File: src/rtl/ram_arbiter_if.sv
// Bundle between the ram_arbiter, its two client datapaths and the
// single-port RAM. The slave modport is the arbiter's view.
//
// Signals (all synchronous to the arbiter clock):
//   req0/1, we0/1, addr0/1, wdata0/1 : client requests (client -> arbiter)
//   gnt0/1                           : grants (arbiter -> client)
//   rvalid0/1, rdata0/1              : read returns (arbiter -> client)
//   init_done                        : fill finished, arbitration running
//   ram_data, ram_addr, ram_we       : RAM write/address pins (arbiter -> RAM)
//   ram_q                            : RAM read data (RAM -> arbiter)
interface ram_arbiter_if #(
    parameter int DATA_W = 8,
    parameter int ADDR_W = 6
);
    logic              req0;
    logic              req1;
    logic              we0;
    logic              we1;
    logic [ADDR_W-1:0] addr0;
    logic [ADDR_W-1:0] addr1;
    logic [DATA_W-1:0] wdata0;
    logic [DATA_W-1:0] wdata1;
    logic              gnt0;
    logic              gnt1;
    logic              rvalid0;
    logic              rvalid1;
    logic [DATA_W-1:0] rdata0;
    logic [DATA_W-1:0] rdata1;
    logic              init_done;
    logic [DATA_W-1:0] ram_data;
    logic [ADDR_W-1:0] ram_addr;
    logic              ram_we;
    logic [DATA_W-1:0] ram_q;

    // Environment side: both clients plus the RAM instance.
    modport master (
        output req0, req1, we0, we1,
        output addr0, addr1, wdata0, wdata1,
        input  gnt0, gnt1, rvalid0, rvalid1,
        input  rdata0, rdata1, init_done,
        input  ram_data, ram_addr, ram_we,
        output ram_q
    );

    // Arbiter side.
    modport slave (
        input  req0, req1, we0, we1,
        input  addr0, addr1, wdata0, wdata1,
        output gnt0, gnt1, rvalid0, rvalid1,
        output rdata0, rdata1, init_done,
        output ram_data, ram_addr, ram_we,
        input  ram_q
    );
endinterface

File: src/rtl/ram_arbiter.sv
// Two-requester round-robin arbiter and sequencer for a single-port RAM.
// Zero-fills the RAM after reset, then grants at most one access per cycle
// and returns read data to the issuing requester two cycles after grant.
//
// Ports:
//   clk : rising-edge clock
//   rst : asynchronous active-high reset
//   bus : ram_arbiter_if.slave (client requests/grants/read returns,
//         RAM data/addr/we pins and RAM q)
module ram_arbiter #(
    parameter int DATA_W  = 8,
    parameter int ADDR_W  = 6,
    parameter bit INIT_EN = 1'b1
) (
    input  logic          clk,
    input  logic          rst,
    ram_arbiter_if.slave  bus
);

    typedef enum logic {
        S_INIT = 1'b0,
        S_RUN  = 1'b1
    } state_e;

    state_e            state_q, state_d;
    logic [ADDR_W-1:0] cnt_q, cnt_d;
    // Requester granted most recently; 1 at reset so requester 0 wins first.
    logic              ptr_q, ptr_d;
    // Read stage 1: RAM address presented, q arrives next cycle.
    logic              s1_vld_q, s1_vld_d;
    logic              s1_id_q, s1_id_d;
    logic              rvalid0_q, rvalid0_d;
    logic              rvalid1_q, rvalid1_d;
    logic [DATA_W-1:0] rdata0_q, rdata0_d;
    logic [DATA_W-1:0] rdata1_q, rdata1_d;
    logic              done_q, done_d;

    logic              gnt0_c;
    logic              gnt1_c;
    logic              ram_we_c;
    logic [ADDR_W-1:0] ram_addr_c;
    logic [DATA_W-1:0] ram_data_c;

    always_comb begin
        state_d    = state_q;
        cnt_d      = cnt_q;
        ptr_d      = ptr_q;
        s1_vld_d   = 1'b0;
        s1_id_d    = s1_id_q;
        gnt0_c     = 1'b0;
        gnt1_c     = 1'b0;
        ram_we_c   = 1'b0;
        ram_addr_c = '0;
        ram_data_c = '0;

        unique case (state_q)
            S_INIT: begin
                if (INIT_EN) begin
                    ram_we_c   = 1'b1;
                    ram_addr_c = cnt_q;
                    cnt_d      = cnt_q + 1'b1;
                    if (cnt_q == '1) begin
                        state_d = S_RUN;
                    end
                end else begin
                    state_d = S_RUN;
                end
            end
            S_RUN: begin
                if (bus.req0 && bus.req1) begin
                    gnt0_c = ptr_q;
                    gnt1_c = !ptr_q;
                end else begin
                    gnt0_c = bus.req0;
                    gnt1_c = bus.req1;
                end

                if (gnt0_c) begin
                    ram_we_c   = bus.we0;
                    ram_addr_c = bus.addr0;
                    ram_data_c = bus.wdata0;
                    ptr_d      = 1'b0;
                    s1_vld_d   = !bus.we0;
                    s1_id_d    = 1'b0;
                end else if (gnt1_c) begin
                    ram_we_c   = bus.we1;
                    ram_addr_c = bus.addr1;
                    ram_data_c = bus.wdata1;
                    ptr_d      = 1'b1;
                    s1_vld_d   = !bus.we1;
                    s1_id_d    = 1'b1;
                end
            end
            default: begin
                state_d = S_INIT;
            end
        endcase
    end

    // Stage 2: q of the stage-1 address is valid now; latch it for the
    // issuing requester and pulse its rvalid next cycle.
    always_comb begin
        rvalid0_d = s1_vld_q && !s1_id_q;
        rvalid1_d = s1_vld_q && s1_id_q;
        rdata0_d  = rdata0_q;
        rdata1_d  = rdata1_q;
        if (rvalid0_d) begin
            rdata0_d = bus.ram_q;
        end
        if (rvalid1_d) begin
            rdata1_d = bus.ram_q;
        end
        done_d = (state_d == S_RUN);
    end

    always_ff @(posedge clk or posedge rst) begin
        if (rst) begin
            state_q   <= S_INIT;
            cnt_q     <= '0;
            ptr_q     <= 1'b1;
            s1_vld_q  <= 1'b0;
            s1_id_q   <= 1'b0;
            rvalid0_q <= 1'b0;
            rvalid1_q <= 1'b0;
            rdata0_q  <= '0;
            rdata1_q  <= '0;
            done_q    <= 1'b0;
        end else begin
            state_q   <= state_d;
            cnt_q     <= cnt_d;
            ptr_q     <= ptr_d;
            s1_vld_q  <= s1_vld_d;
            s1_id_q   <= s1_id_d;
            rvalid0_q <= rvalid0_d;
            rvalid1_q <= rvalid1_d;
            rdata0_q  <= rdata0_d;
            rdata1_q  <= rdata1_d;
            done_q    <= done_d;
        end
    end

    assign bus.gnt0      = gnt0_c;
    assign bus.gnt1      = gnt1_c;
    assign bus.rvalid0   = rvalid0_q;
    assign bus.rvalid1   = rvalid1_q;
    assign bus.rdata0    = rdata0_q;
    assign bus.rdata1    = rdata1_q;
    assign bus.init_done = done_q;
    // The fill state would otherwise drive we=1 straight out of reset.
    assign bus.ram_we    = ram_we_c && !rst;
    assign bus.ram_addr  = ram_addr_c;
    assign bus.ram_data  = ram_data_c;

    a_gnt_onehot: assert property (
        @(posedge clk) disable iff (rst) !(bus.gnt0 && bus.gnt1)
    );
    a_gnt_has_req: assert property (
        @(posedge clk) disable iff (rst)
        (!bus.gnt0 || bus.req0) && (!bus.gnt1 || bus.req1)
    );

endmodule
File: src/flat_wrapper.sv
// flat-port wrapper written by rule: the top's interface ports become plain ports
module ram_arbiter_flat 
#(
    parameter int DATA_W  = 8,
    parameter int ADDR_W  = 6,
    parameter bit INIT_EN = 1'b1
)
  (clk, rst, bus_req0, bus_req1, bus_we0, bus_we1, bus_addr0, bus_addr1, bus_wdata0, bus_wdata1, bus_gnt0, bus_gnt1, bus_rvalid0, bus_rvalid1, bus_rdata0, bus_rdata1, bus_init_done, bus_ram_data, bus_ram_addr, bus_ram_we, bus_ram_q);
  ram_arbiter_if #(.DATA_W(DATA_W), .ADDR_W(ADDR_W)) bus_i ();
  input  logic clk;
  input  logic rst;
  input wire logic [$bits(bus_i.req0)-1:0] bus_req0;
  input wire logic [$bits(bus_i.req1)-1:0] bus_req1;
  input wire logic [$bits(bus_i.we0)-1:0] bus_we0;
  input wire logic [$bits(bus_i.we1)-1:0] bus_we1;
  input wire logic [$bits(bus_i.addr0)-1:0] bus_addr0;
  input wire logic [$bits(bus_i.addr1)-1:0] bus_addr1;
  input wire logic [$bits(bus_i.wdata0)-1:0] bus_wdata0;
  input wire logic [$bits(bus_i.wdata1)-1:0] bus_wdata1;
  output wire logic [$bits(bus_i.gnt0)-1:0] bus_gnt0;
  output wire logic [$bits(bus_i.gnt1)-1:0] bus_gnt1;
  output wire logic [$bits(bus_i.rvalid0)-1:0] bus_rvalid0;
  output wire logic [$bits(bus_i.rvalid1)-1:0] bus_rvalid1;
  output wire logic [$bits(bus_i.rdata0)-1:0] bus_rdata0;
  output wire logic [$bits(bus_i.rdata1)-1:0] bus_rdata1;
  output wire logic [$bits(bus_i.init_done)-1:0] bus_init_done;
  output wire logic [$bits(bus_i.ram_data)-1:0] bus_ram_data;
  output wire logic [$bits(bus_i.ram_addr)-1:0] bus_ram_addr;
  output wire logic [$bits(bus_i.ram_we)-1:0] bus_ram_we;
  input wire logic [$bits(bus_i.ram_q)-1:0] bus_ram_q;
  assign bus_i.req0 = bus_req0;
  assign bus_i.req1 = bus_req1;
  assign bus_i.we0 = bus_we0;
  assign bus_i.we1 = bus_we1;
  assign bus_i.addr0 = bus_addr0;
  assign bus_i.addr1 = bus_addr1;
  assign bus_i.wdata0 = bus_wdata0;
  assign bus_i.wdata1 = bus_wdata1;
  assign bus_gnt0 = bus_i.gnt0;
  assign bus_gnt1 = bus_i.gnt1;
  assign bus_rvalid0 = bus_i.rvalid0;
  assign bus_rvalid1 = bus_i.rvalid1;
  assign bus_rdata0 = bus_i.rdata0;
  assign bus_rdata1 = bus_i.rdata1;
  assign bus_init_done = bus_i.init_done;
  assign bus_ram_data = bus_i.ram_data;
  assign bus_ram_addr = bus_i.ram_addr;
  assign bus_ram_we = bus_i.ram_we;
  assign bus_i.ram_q = bus_ram_q;
  ram_arbiter #(.DATA_W(DATA_W), .ADDR_W(ADDR_W), .INIT_EN(INIT_EN)) u_core (.clk(clk), .rst(rst), .bus(bus_i));
endmodule
File: config.mk
export PLATFORM = sky130hd
export DESIGN_NAME = ram_arbiter_flat
export DESIGN_NICKNAME = d
export VERILOG_FILES = /design/src/rtl/ram_arbiter_if.sv /design/src/rtl/ram_arbiter.sv /design/src/flat_wrapper.sv
export SDC_FILE = /design/constraint.sdc
export NUM_CORES = 1
export LEC_CHECK = 0
export BUFFER_PORTS_ARGS = -buffer_cell sky130_fd_sc_hd__buf_4
export CAP_MARGIN = 5
export CORE_AREA = 2 2 62 64
export CTS_BUF_LIST = sky130_fd_sc_hd__clkbuf_16
export CTS_CLUSTER_DIAMETER = 50
export DETAILED_ROUTE_END_ITERATION = 7
export DIE_AREA = 0 0 64 66
export GPL_TIMING_DRIVEN = 0
export PLACE_DENSITY = 0.82
export SLEW_MARGIN = 40
export SYNTH_ARGS = -nofsm -noshare
export SYNTH_HDL_FRONTEND = slang
export SYNTH_SLANG_ARGS = --single-unit
File: constraint.sdc
create_clock -name clk -period 1.6 [get_ports clk]
set_input_delay 0.32 -clock clk [delete_from_list [all_inputs] [get_ports clk]]
set_output_delay 0.32 -clock clk [all_outputs]
set_load 0.005 [all_outputs]
# After elaboration in Yosys (flattened, before gate mapping)
# Cells that the tools add are included.
# op_classes
eq_ne	1
muxes	22
div	0
n_addsub	1
mul	0
reduce_logical	11
n_shift	0
n_lt_le_gt_ge	0
n_bitwise	1
# op_table
operator	count
$mux W8	3
$mux W1	15
$mux W6	2
$pmux W6 S2	1
$add A6 B1 Y6 const B	1
$eq A6 B6 Y1 const B	1
$logic_not A1 Y1	5
$logic_and A1 B1 Y1	4
$pmux W1 S2	1
$reduce_and A2 Y1	1
$reduce_bool A2 Y1	1
$not A1 Y1	1
# totals
latch_bits	0
mem_bits_ro	0
ram_bits	0
input_bits	42
regBits	28
wordCells	45
out_inout_bits	36
memories	0

# Logic depth before layout (Yosys ltp)
# Gate-level depths: netlist (run 1).
# depth
ltp_word	7
mapped_depth	5

# Worst setup path after synthesis (run 1)
# Ideal clock, no wire load.
# synth_timing
path_type	reg-to-output
from	reg u_core.ptr_q
to	out bus_ram_addr[4]
t_required_ns	1.280
stages_incl_launch_ff	6
path_buffers	2
setup_slack_ns	-0.032
arrival_time_ns	1.312
path_cell_list	dfstp_2 nand2_2 and3_1 buf_6 buf_8 a221o_1
# synth_via
elab_chain_cells	6
elab_cells_between_ends	8
cone_classes	7 x mux; 1 x reduce/logical
# synth_lines
element	line	text
start, declared	ram_arbiter.sv:28	logic ptr_q, ptr_d;
start signal, assigned	ram_arbiter.sv:131	ptr_q <= ptr_d;
$logic_not A1 Y1	ram_arbiter.sv:72	gnt1_c = !ptr_q;
$mux W1	ram_arbiter.sv:70	if (bus.req0 && bus.req1) begin
$mux W1	ram_arbiter.sv:56	unique case (state_q)
$mux W6	ram_arbiter.sv:85	end else if (gnt1_c) begin
$mux W6 (*)	ram_arbiter.sv:78	if (gnt0_c) begin
$pmux W6 S2 (*)	ram_arbiter.sv:56	
end, declared	flat_wrapper.sv:28	output wire logic [$bits(bus_i.ram_addr)-1:0] bus_ram_addr;
# Every way passes the cells marked *; elsewhere a longest branch is shown, timed or not. The select of a mux whose other input is x is not followed.

# Worst setup path after layout (run 1)
# layout_timing
from	reg u_core.ptr_q
to	out bus_ram_addr[5]
# Same word-level chain as after synthesis.

==> metrics.json, run 1 <==
{
  "status": {
    "outcome": "finished, violations left",
    "failing_checks": "setup timing"
  },
  "power": {
    "total_leakage_power_nw": 1.06,
    "worst_ir_drop_vdd_uv": 465,
    "powerDensity_nw_per_um2": 676
  },
  "synthesis": {
    "yosys_warnings": 0,
    "netlist.area_leader.share": 0.510,
    "synthDominantAreaCellType": "sky130_fd_sc_hd__dfrtp_1",
    "synth.top_cells.by_area": "sky130_fd_sc_hd__dfrtp_1 51%, sky130_fd_sc_hd__mux2_2 13%, sky130_fd_sc_hd__a22o_1 5.3%, sky130_fd_sc_hd__a221o_1 3.8%, sky130_fd_sc_hd__xnor2_1 3.3%",
    "synth-seq-cells": 28,
    "syn-num-nets": 148,
    "ys_seq_area_frac": 0.530,
    "postSynthCellCount": 105,
    "synthesis.area_um2": 1330,
    "synth_cell_type_count": 27,
    "syn_area_per_cell_um2": 12.6
  },
  "cts": {
    "cts.sink_count": 28,
    "htree_num_levels": 1,
    "cts-hold-fix-buffers": 0,
    "cts_root_buf": "sky130_fd_sc_hd__clkbuf_16",
    "cts_tree": "done",
    "clk_latency_ps": 260,
    "cts_clk_pin_slew_worst_paths_ps": 60,
    "clockBufferDepth": 2,
    "cts-buffers-inserted": 3
  },
  "min_path": {
    "min-delay-path-class": "input pin to asynchronous set/reset pin"
  },
  "grt": {
    "globalRoute.totalOverflow": 0,
    "first_pass_grt_wire_length_mm": 5.78,
    "grt_antenna_before_repair": 0,
    "grt_start_max_net_pins": 29,
    "globalRouteTotalUtil": 0.171,
    "grt_pass1_vias": 1247
  },
  "place": {
    "dp_hpwl_mm": 2.49,
    "port_buffers": 77,
    "gp_routability_congestion": 0.705,
    "dpl-instance-area_um2": 1970
  },
  "drt": {
    "drc_errors": 0,
    "post_detailed_routing_wire_length_mm": 3.39,
    "drt-wirelength-per-cell_um": 14.1,
    "drt-vias-per-instance": 4.98,
    "drt_pass1_iterations": 4,
    "final_antenna_net_count": 0,
    "drt_first_iter_violations": 29,
    "num_vias": 1200
  },
  "final_layout": {
    "final_core_utilization": 0.606,
    "areaGrowthSynthToFinish_pct": 62.5,
    "diodes": 0,
    "drive_above_1_share": 0.601,
    "design_area_um2": 2150,
    "nNetsFinal": 237
  },
  "timing": {
    "min_period_over_period": 1.22,
    "rsz0062_at_grt": "yes",
    "timing.final.hold_violations": 0,
    "finalSetupViolations": 17,
    "final.setup.worst_slack_ps": -349,
    "period_needed_ps": 1950,
    "max_freq_ghz": 0.513,
    "finClkSkew_ps": 2.91,
    "maxSlewHeadroom": 0.608,
    "least_margin_pin_slew_ps": 587,
    "maxSlewViolCount": 0
  },
  "floorplan": {
    "io-pin-count": 78,
    "start_util": 0.373,
    "die_width_um": 64,
    "fp.dieArea_um2": 4220,
    "fp.dieH_um": 66,
    "design.core.area_um2": 3550,
    "rows": 22
  },
  "setup_path": {
    "critical_path_required_ps": 1280,
    "critical_path.cell_chain": "nand2_2 -> and3_4 -> buf_12 -> a221o_1 -> buf_4",
    "critical-path-slowest-cell": "sky130_fd_sc_hd__dfstp_2",
    "cpPeakStageDelay_ps": 550,
    "cp_max_fo": 4,
    "worstSetupPathType": "register to primary output",
    "critical_path_arrival_ps": 1630,
    "timing.critical_path.from_type": "register",
    "reg2reg_slack_ps": 210,
    "worst_setup_path_end_kind": "primary output"
  },
  "flow_run": {
    "drv.max_cap_violation_count": 0
  }
}
## cell usage after synthesis
| cell type | instances |
|---|---|
| sky130_fd_sc_hd__nor2b_1 | 5 |
| sky130_fd_sc_hd__a21boi_0 | 1 |
| sky130_fd_sc_hd__nand2b_1 | 2 |
| sky130_fd_sc_hd__nand4_1 | 1 |
| sky130_fd_sc_hd__nand2b_2 | 1 |
| sky130_fd_sc_hd__and2_1 | 1 |
| sky130_fd_sc_hd__buf_6 | 2 |
| sky130_fd_sc_hd__a21oi_1 | 2 |
| sky130_fd_sc_hd__inv_1 | 3 |
| sky130_fd_sc_hd__nand2_2 | 1 |
| sky130_fd_sc_hd__a31oi_1 | 3 |
| sky130_fd_sc_hd__nor2_1 | 2 |
| sky130_fd_sc_hd__nand3_1 | 6 |
| sky130_fd_sc_hd__a31o_2 | 1 |
| sky130_fd_sc_hd__nand3b_1 | 2 |
| sky130_fd_sc_hd__dfstp_2 | 1 |
| sky130_fd_sc_hd__and3_1 | 3 |
| sky130_fd_sc_hd__nand2_1 | 1 |
| sky130_fd_sc_hd__mux2_1 | 2 |
| sky130_fd_sc_hd__xnor2_1 | 5 |
| sky130_fd_sc_hd__mux2_2 | 15 |
| sky130_fd_sc_hd__dfrtp_1 | 27 |
| sky130_fd_sc_hd__ha_1 | 1 |
| sky130_fd_sc_hd__buf_2 | 3 |
| sky130_fd_sc_hd__a22o_1 | 8 |
| sky130_fd_sc_hd__buf_8 | 1 |
| sky130_fd_sc_hd__a221o_1 | 5 |
## placed cells by master (no fill, tap or decap), drive strengths merged
| cell | synthesis | routed |
|---|---|---|
| a21oi | 2 | 2 |
| and2 | 1 | 1 |
| xnor2 | 5 | 5 |
| ha | 1 | 1 |
| a31o | 1 | 1 |
| a221o | 5 | 5 |
| clkinv | 0 | 1 |
| dfstp | 1 | 1 |
| nor2 | 2 | 2 |
| nand3 | 6 | 6 |
| a21boi | 1 | 1 |
| nand4 | 1 | 1 |
| a31oi | 3 | 3 |
| inv | 3 | 3 |
| nor2b | 5 | 5 |
| nand2 | 2 | 2 |
| clkbuf | 0 | 3 |
| nand2b | 3 | 3 |
| and3 | 3 | 3 |
| dfrtp | 27 | 27 |
| a22o | 8 | 8 |
| nand3b | 2 | 2 |
| buf | 6 | 90 |
| mux2 | 17 | 17 |
## routing by layer
metal  track usage  wire length [um]  up-vias
li1              -                 -      558
met1         0.188              1300      571
met2         0.318              1650       68
met3        0.0613               416        3
met4        0.0326                16        0
met5             0                 0        -
## critical path: cells and delay by family, from the launching register on
kind                   cells  cell delay (ps)
AOI/OAI and AO/OA          1              310
buffers and inverters      2              260
DFF                        1              550
and+or+nand+nor            2              260
## path summary, 6_finish.rpt
| kind | start | endpoint | cells past startpoint |
|---|---|---|---|
| setup / recovery | u_core.ptr_q$_DFFE_PP1P_ | bus_ram_addr[5] | 5 |
| hold / removal | rst | u_core.bus.rdata1[1]$_DFFE_PP0P_ | 2 |
| setup reg to reg | u_core.ptr_q$_DFFE_PP1P_ | u_core.s1_id_q$_DFFE_PP0P_ | 6 |
| hold reg to reg | u_core.cnt_q[2]$_DFFE_PP0N_ | u_core.cnt_q[2]$_DFFE_PP0N_ | 1 |
| max in group asynchronous | rst | u_core.state_q$_DFF_PP0_ | 2 |
| min in group clk | bus_req0 | u_core.ptr_q$_DFFE_PP1P_ | 2 |
## power breakdown
group | switching [mW] | total [mW] | leakage [nW] | internal (mW)
logic | 0.0553 | 0.164 | 0.683 | 0.109
registers | 0.0109 | 0.739 | 0.334 | 0.729
clock network | 0.217 | 0.551 | 0.0385 | 0.334
total | 0.283 | 1.46 | 1.06 | 1.17
## through the flow
stage / TNS [ps] / instances / hold slack, ps / setup slack [ps] / total power [mW]
after floorplan: -31.5 / 105 / 385 / -31.5 / 0.788
after global placement: -1600 / 230 / 472 / -180 / 0.911
after detailed placement: -1640 / 230 / 440 / -193 / 0.915
after CTS: -4590 / 242 / 161 / -339 / 1.48
after global routing: -5250 / 241 / 196 / -403 / 1.53
final: -4210 / 241 / 141 / -349 / 1.46
## logic make-up after synthesis
kind of cell,Yosys count,share of synthesized area
DFF,28,0.530
and+or+nand+nor,25,0.110
AOI/OAI and AO/OA,20,0.125
muxes,17,0.144
buffers and inverters,9,0.0482
xor gates and xnor gates,5,0.0330
adders and majority gates,1,0.00944
## area by class of cell
type,count,area [um^2]
Fill cell,291,1400
Sequential cell,28,703
Timing Repair Buffer,86,689
Multi-Input combinational cell,68,574
Clock buffer,3,75.1
Tap cell,48,60.1
Buffer,4,36.3
Inverter,3,11.3
Clock inverter,1,3.75
## what timing repair did
| action | in CTS | in global routing |
|---|---|---|
| pin swaps | 10 | 6 |
| resized for setup | 11 | 1 |
| gates cloned | 2 | 0 |
| buffers inserted | 7 | 1 |
| setup endpoints to repair | 17 | 17 |
## sequential cells by signal, summed over array words and instances (netlist names)
signal / count
u_core.cnt_q: 6
u_core.bus.rvalid1: 1
u_core.bus.rdata0: 8
u_core.s1_id_q: 1
u_core.bus.rdata1: 8
u_core.bus.rvalid0: 1
u_core.state_q: 1
u_core.ptr_q: 1
u_core.s1_vld_q: 1
Note: power is estimated with default switching activity, not from simulation.
==> run 2: changes to the inputs <==
MAX_ROUTING_LAYER = met4   (was not set)
==> run 2 against run 1 <==
  * The run still ends with setup timing left
  * Via count up 0.25%
  * Sequential power about the same
  * Wire length up 0.86%
  * Flip-flop and latch count unchanged
  * Combinational power about the same
  * Clock skew up 0.97 ps
  * Fmax about the same
  * Critical path type unchanged
  * Largest power group unchanged
  * Highest routed layer unchanged
==> metrics.json, run 2 (synthesis results as in run 1) <==
{
  "drt": {
    "drt-wirelength-per-cell_um": 14.2,
    "drt-vias-per-instance": 4.99,
    "post_detailed_routing_wire_length_mm": 3.42,
    "num_vias": 1203,
    "drt_first_iter_violations": 30,
    "final_antenna_net_count": 0,
    "drc_errors": 0,
    "drt_pass1_iterations": 4
  },
  "floorplan": {
    "fp.dieH_um": 66,
    "io-pin-count": 78,
    "rows": 22,
    "start_util": 0.373,
    "design.core.area_um2": 3550,
    "die_width_um": 64,
    "fp.dieArea_um2": 4220
  },
  "place": {
    "gp_routability_congestion": 0.713,
    "port_buffers": 77,
    "place_worst_setup_slack_ps": -193,
    "dp_hpwl_mm": 2.49,
    "dpl-instance-area_um2": 1970
  },
  "power": {
    "sequential_power_share": 0.508,
    "power_frac_clock": 0.379,
    "total_leakage_power_nw": 1.06,
    "cell_internal_pwr_mw": 1.17,
    "psw_mw": 0.285,
    "proportion_of_total_power_due_to_net_switching": 0.196,
    "relative_contribution_of_combinational_cells_to_total_power": 0.113,
    "worst_ir_drop_vdd_uv": 467,
    "post-layout-total-power_mw": 1.46,
    "powerDensity_nw_per_um2": 677
  },
  "cts": {
    "htree_num_levels": 1,
    "cts_root_buf": "sky130_fd_sc_hd__clkbuf_16",
    "cts-buffers-inserted": 3,
    "cts_tree": "done",
    "clockBufferDepth": 2,
    "cts.sink_count": 28,
    "cts_clk_pin_slew_worst_paths_ps": 60,
    "clk_latency_ps": 260,
    "cts-hold-fix-buffers": 0
  },
  "final_layout": {
    "diodes": 0,
    "top_library_cells_by_usage_in_the_layout_fill_and_taps_aside": "79 x sky130_fd_sc_hd__buf_4, 26 x sky130_fd_sc_hd__dfrtp_1, 15 x sky130_fd_sc_hd__mux2_2",
    "drive_above_1_share": 0.601,
    "design_area_um2": 2150,
    "most_common_cell_after_layout_fill_and_taps_aside": "sky130_fd_sc_hd__buf_4",
    "areaGrowthSynthToFinish_pct": 62.5,
    "nNetsFinal": 237,
    "n_fill_cell": 291
  },
  "setup_path": {
    "cp_max_fo": 4,
    "critical_path.cell_chain": "nand2_2 -> and3_4 -> buf_12 -> a221o_1 -> buf_4",
    "timing.critical_path.from_type": "register",
    "cpPeakStageDelay_ps": 550,
    "number_of_cell_instances_on_the_worst_register_to_register_path": 6,
    "worst_setup_path_end_kind": "primary output",
    "critical_path_required_ps": 1280,
    "critical-path-slowest-cell": "sky130_fd_sc_hd__dfstp_2",
    "worstSetupPathType": "register to primary output",
    "critical_path_arrival_ps": 1630
  },
  "timing": {
    "max_freq_ghz": 0.513,
    "min_period_over_period": 1.22,
    "least_margin_pin_slew_ps": 594,
    "fin_hold_ws_ps": 145,
    "final.setup.worst_slack_ps": -348,
    "finalSetupViolations": 17,
    "finClkSkew_ps": 3.88,
    "maxSlewHeadroom": 0.603,
    "period_needed_ps": 1950,
    "rsz0062_at_grt": "yes",
    "maxSlewViolCount": 0,
    "timing.final.hold_violations": 0
  },
  "min_path": {
    "min-delay-path-class": "input pin to asynchronous set/reset pin"
  },
  "status": {
    "failing_checks": "setup timing",
    "outcome": "finished, violations left"
  },
  "grt": {
    "first_pass_grt_wire_length_mm": 5.75,
    "globalRouteTotalUtil": 0.175,
    "grt_pass1_vias": 1243,
    "grt_antenna_before_repair": 0,
    "globalRoute.totalOverflow": 0,
    "grt_start_max_net_pins": 29
  },
  "flow_run": {
    "drv.max_cap_violation_count": 0
  }
}
[run 2: cell counts in the layout (fill, tap and decap cells not counted)]
Identical to the previous run, type by type.
[run 2: path summary, 6_finish.rpt]
check	startpoint	endpoint	slack (ps)
min in group clk	bus_req0	u_core.ptr_q$_DFFE_PP1P_	280
max in group asynchronous	rst	u_core.state_q$_DFF_PP0_	1020
setup / recovery	u_core.ptr_q$_DFFE_PP1P_	bus_ram_addr[5]	-350
hold / removal	rst	u_core.s1_vld_q$_DFF_PP0_	150
hold reg to reg	u_core.cnt_q[2]$_DFFE_PP0N_	u_core.cnt_q[2]$_DFFE_PP0N_	480
setup reg to reg	u_core.ptr_q$_DFFE_PP1P_	u_core.s1_id_q$_DFFE_PP0P_	220
[run 2: layer usage]
metal	wire length [um]	vias to the layer above	track usage
met5	0	-	-
met4	16	0	0.0326
met3	383	3	0.0511
met2	1650	70	0.318
met1	1370	572	0.193
li1	-	558	-
[run 2: cell type report]
cell class                 count  area [um^2]  area share
timing repair buffer          86          689       0.320
clock inverter                 1         3.75     0.00174
clock buffer                   3         75.1      0.0349
tap                           48         60.1      0.0279
multi-input combinational     68          574       0.267
sequential                    28          703       0.327
buffer                         4         36.3      0.0169
inverter                       3         11.3     0.00523
[run 2: power by group through the flow]
stage	Clock, mW	Sequential [mW]	Combinational (mW)
final	0.553	0.740	0.165
after global routing	0.605	0.742	0.180
after CTS	0.575	0.739	0.166
after detailed placement	0	0.752	0.162
after global placement	0	0.752	0.159
after floorplan	0	0.753	0.0348
[run 2: critical path, delay by kind of cell (launching register included)]
family / cells / cell delay [ps]
and+or+nand+nor: 2 / 260
AOI/OAI and AO/OA: 1 / 310
buffers and inverters: 2 / 260
DFF: 1 / 550
[run 2: timing repair]
action | in CTS | in global routing
cloned | 2 | 0
pin swaps | 10 | 6
setup buffers | 7 | 1
resized for setup | 11 | 1
setup endpoints to repair | 17 | 17
hold endpoints to repair | 0 | 0
[run 2: metrics by stage]
stage / setup TNS, ps / std cells / utilization
6_report: -4180 / 241 / 0.606
5_1_grt: -5250 / 241 / 0.606
4_1_cts: -4590 / 242 / 0.611
3_5_place_dp: -1640 / 230 / 0.554
3_3_place_gp: -1600 / 230 / 0.554
2_1_floorplan: -31.5 / 105 / -
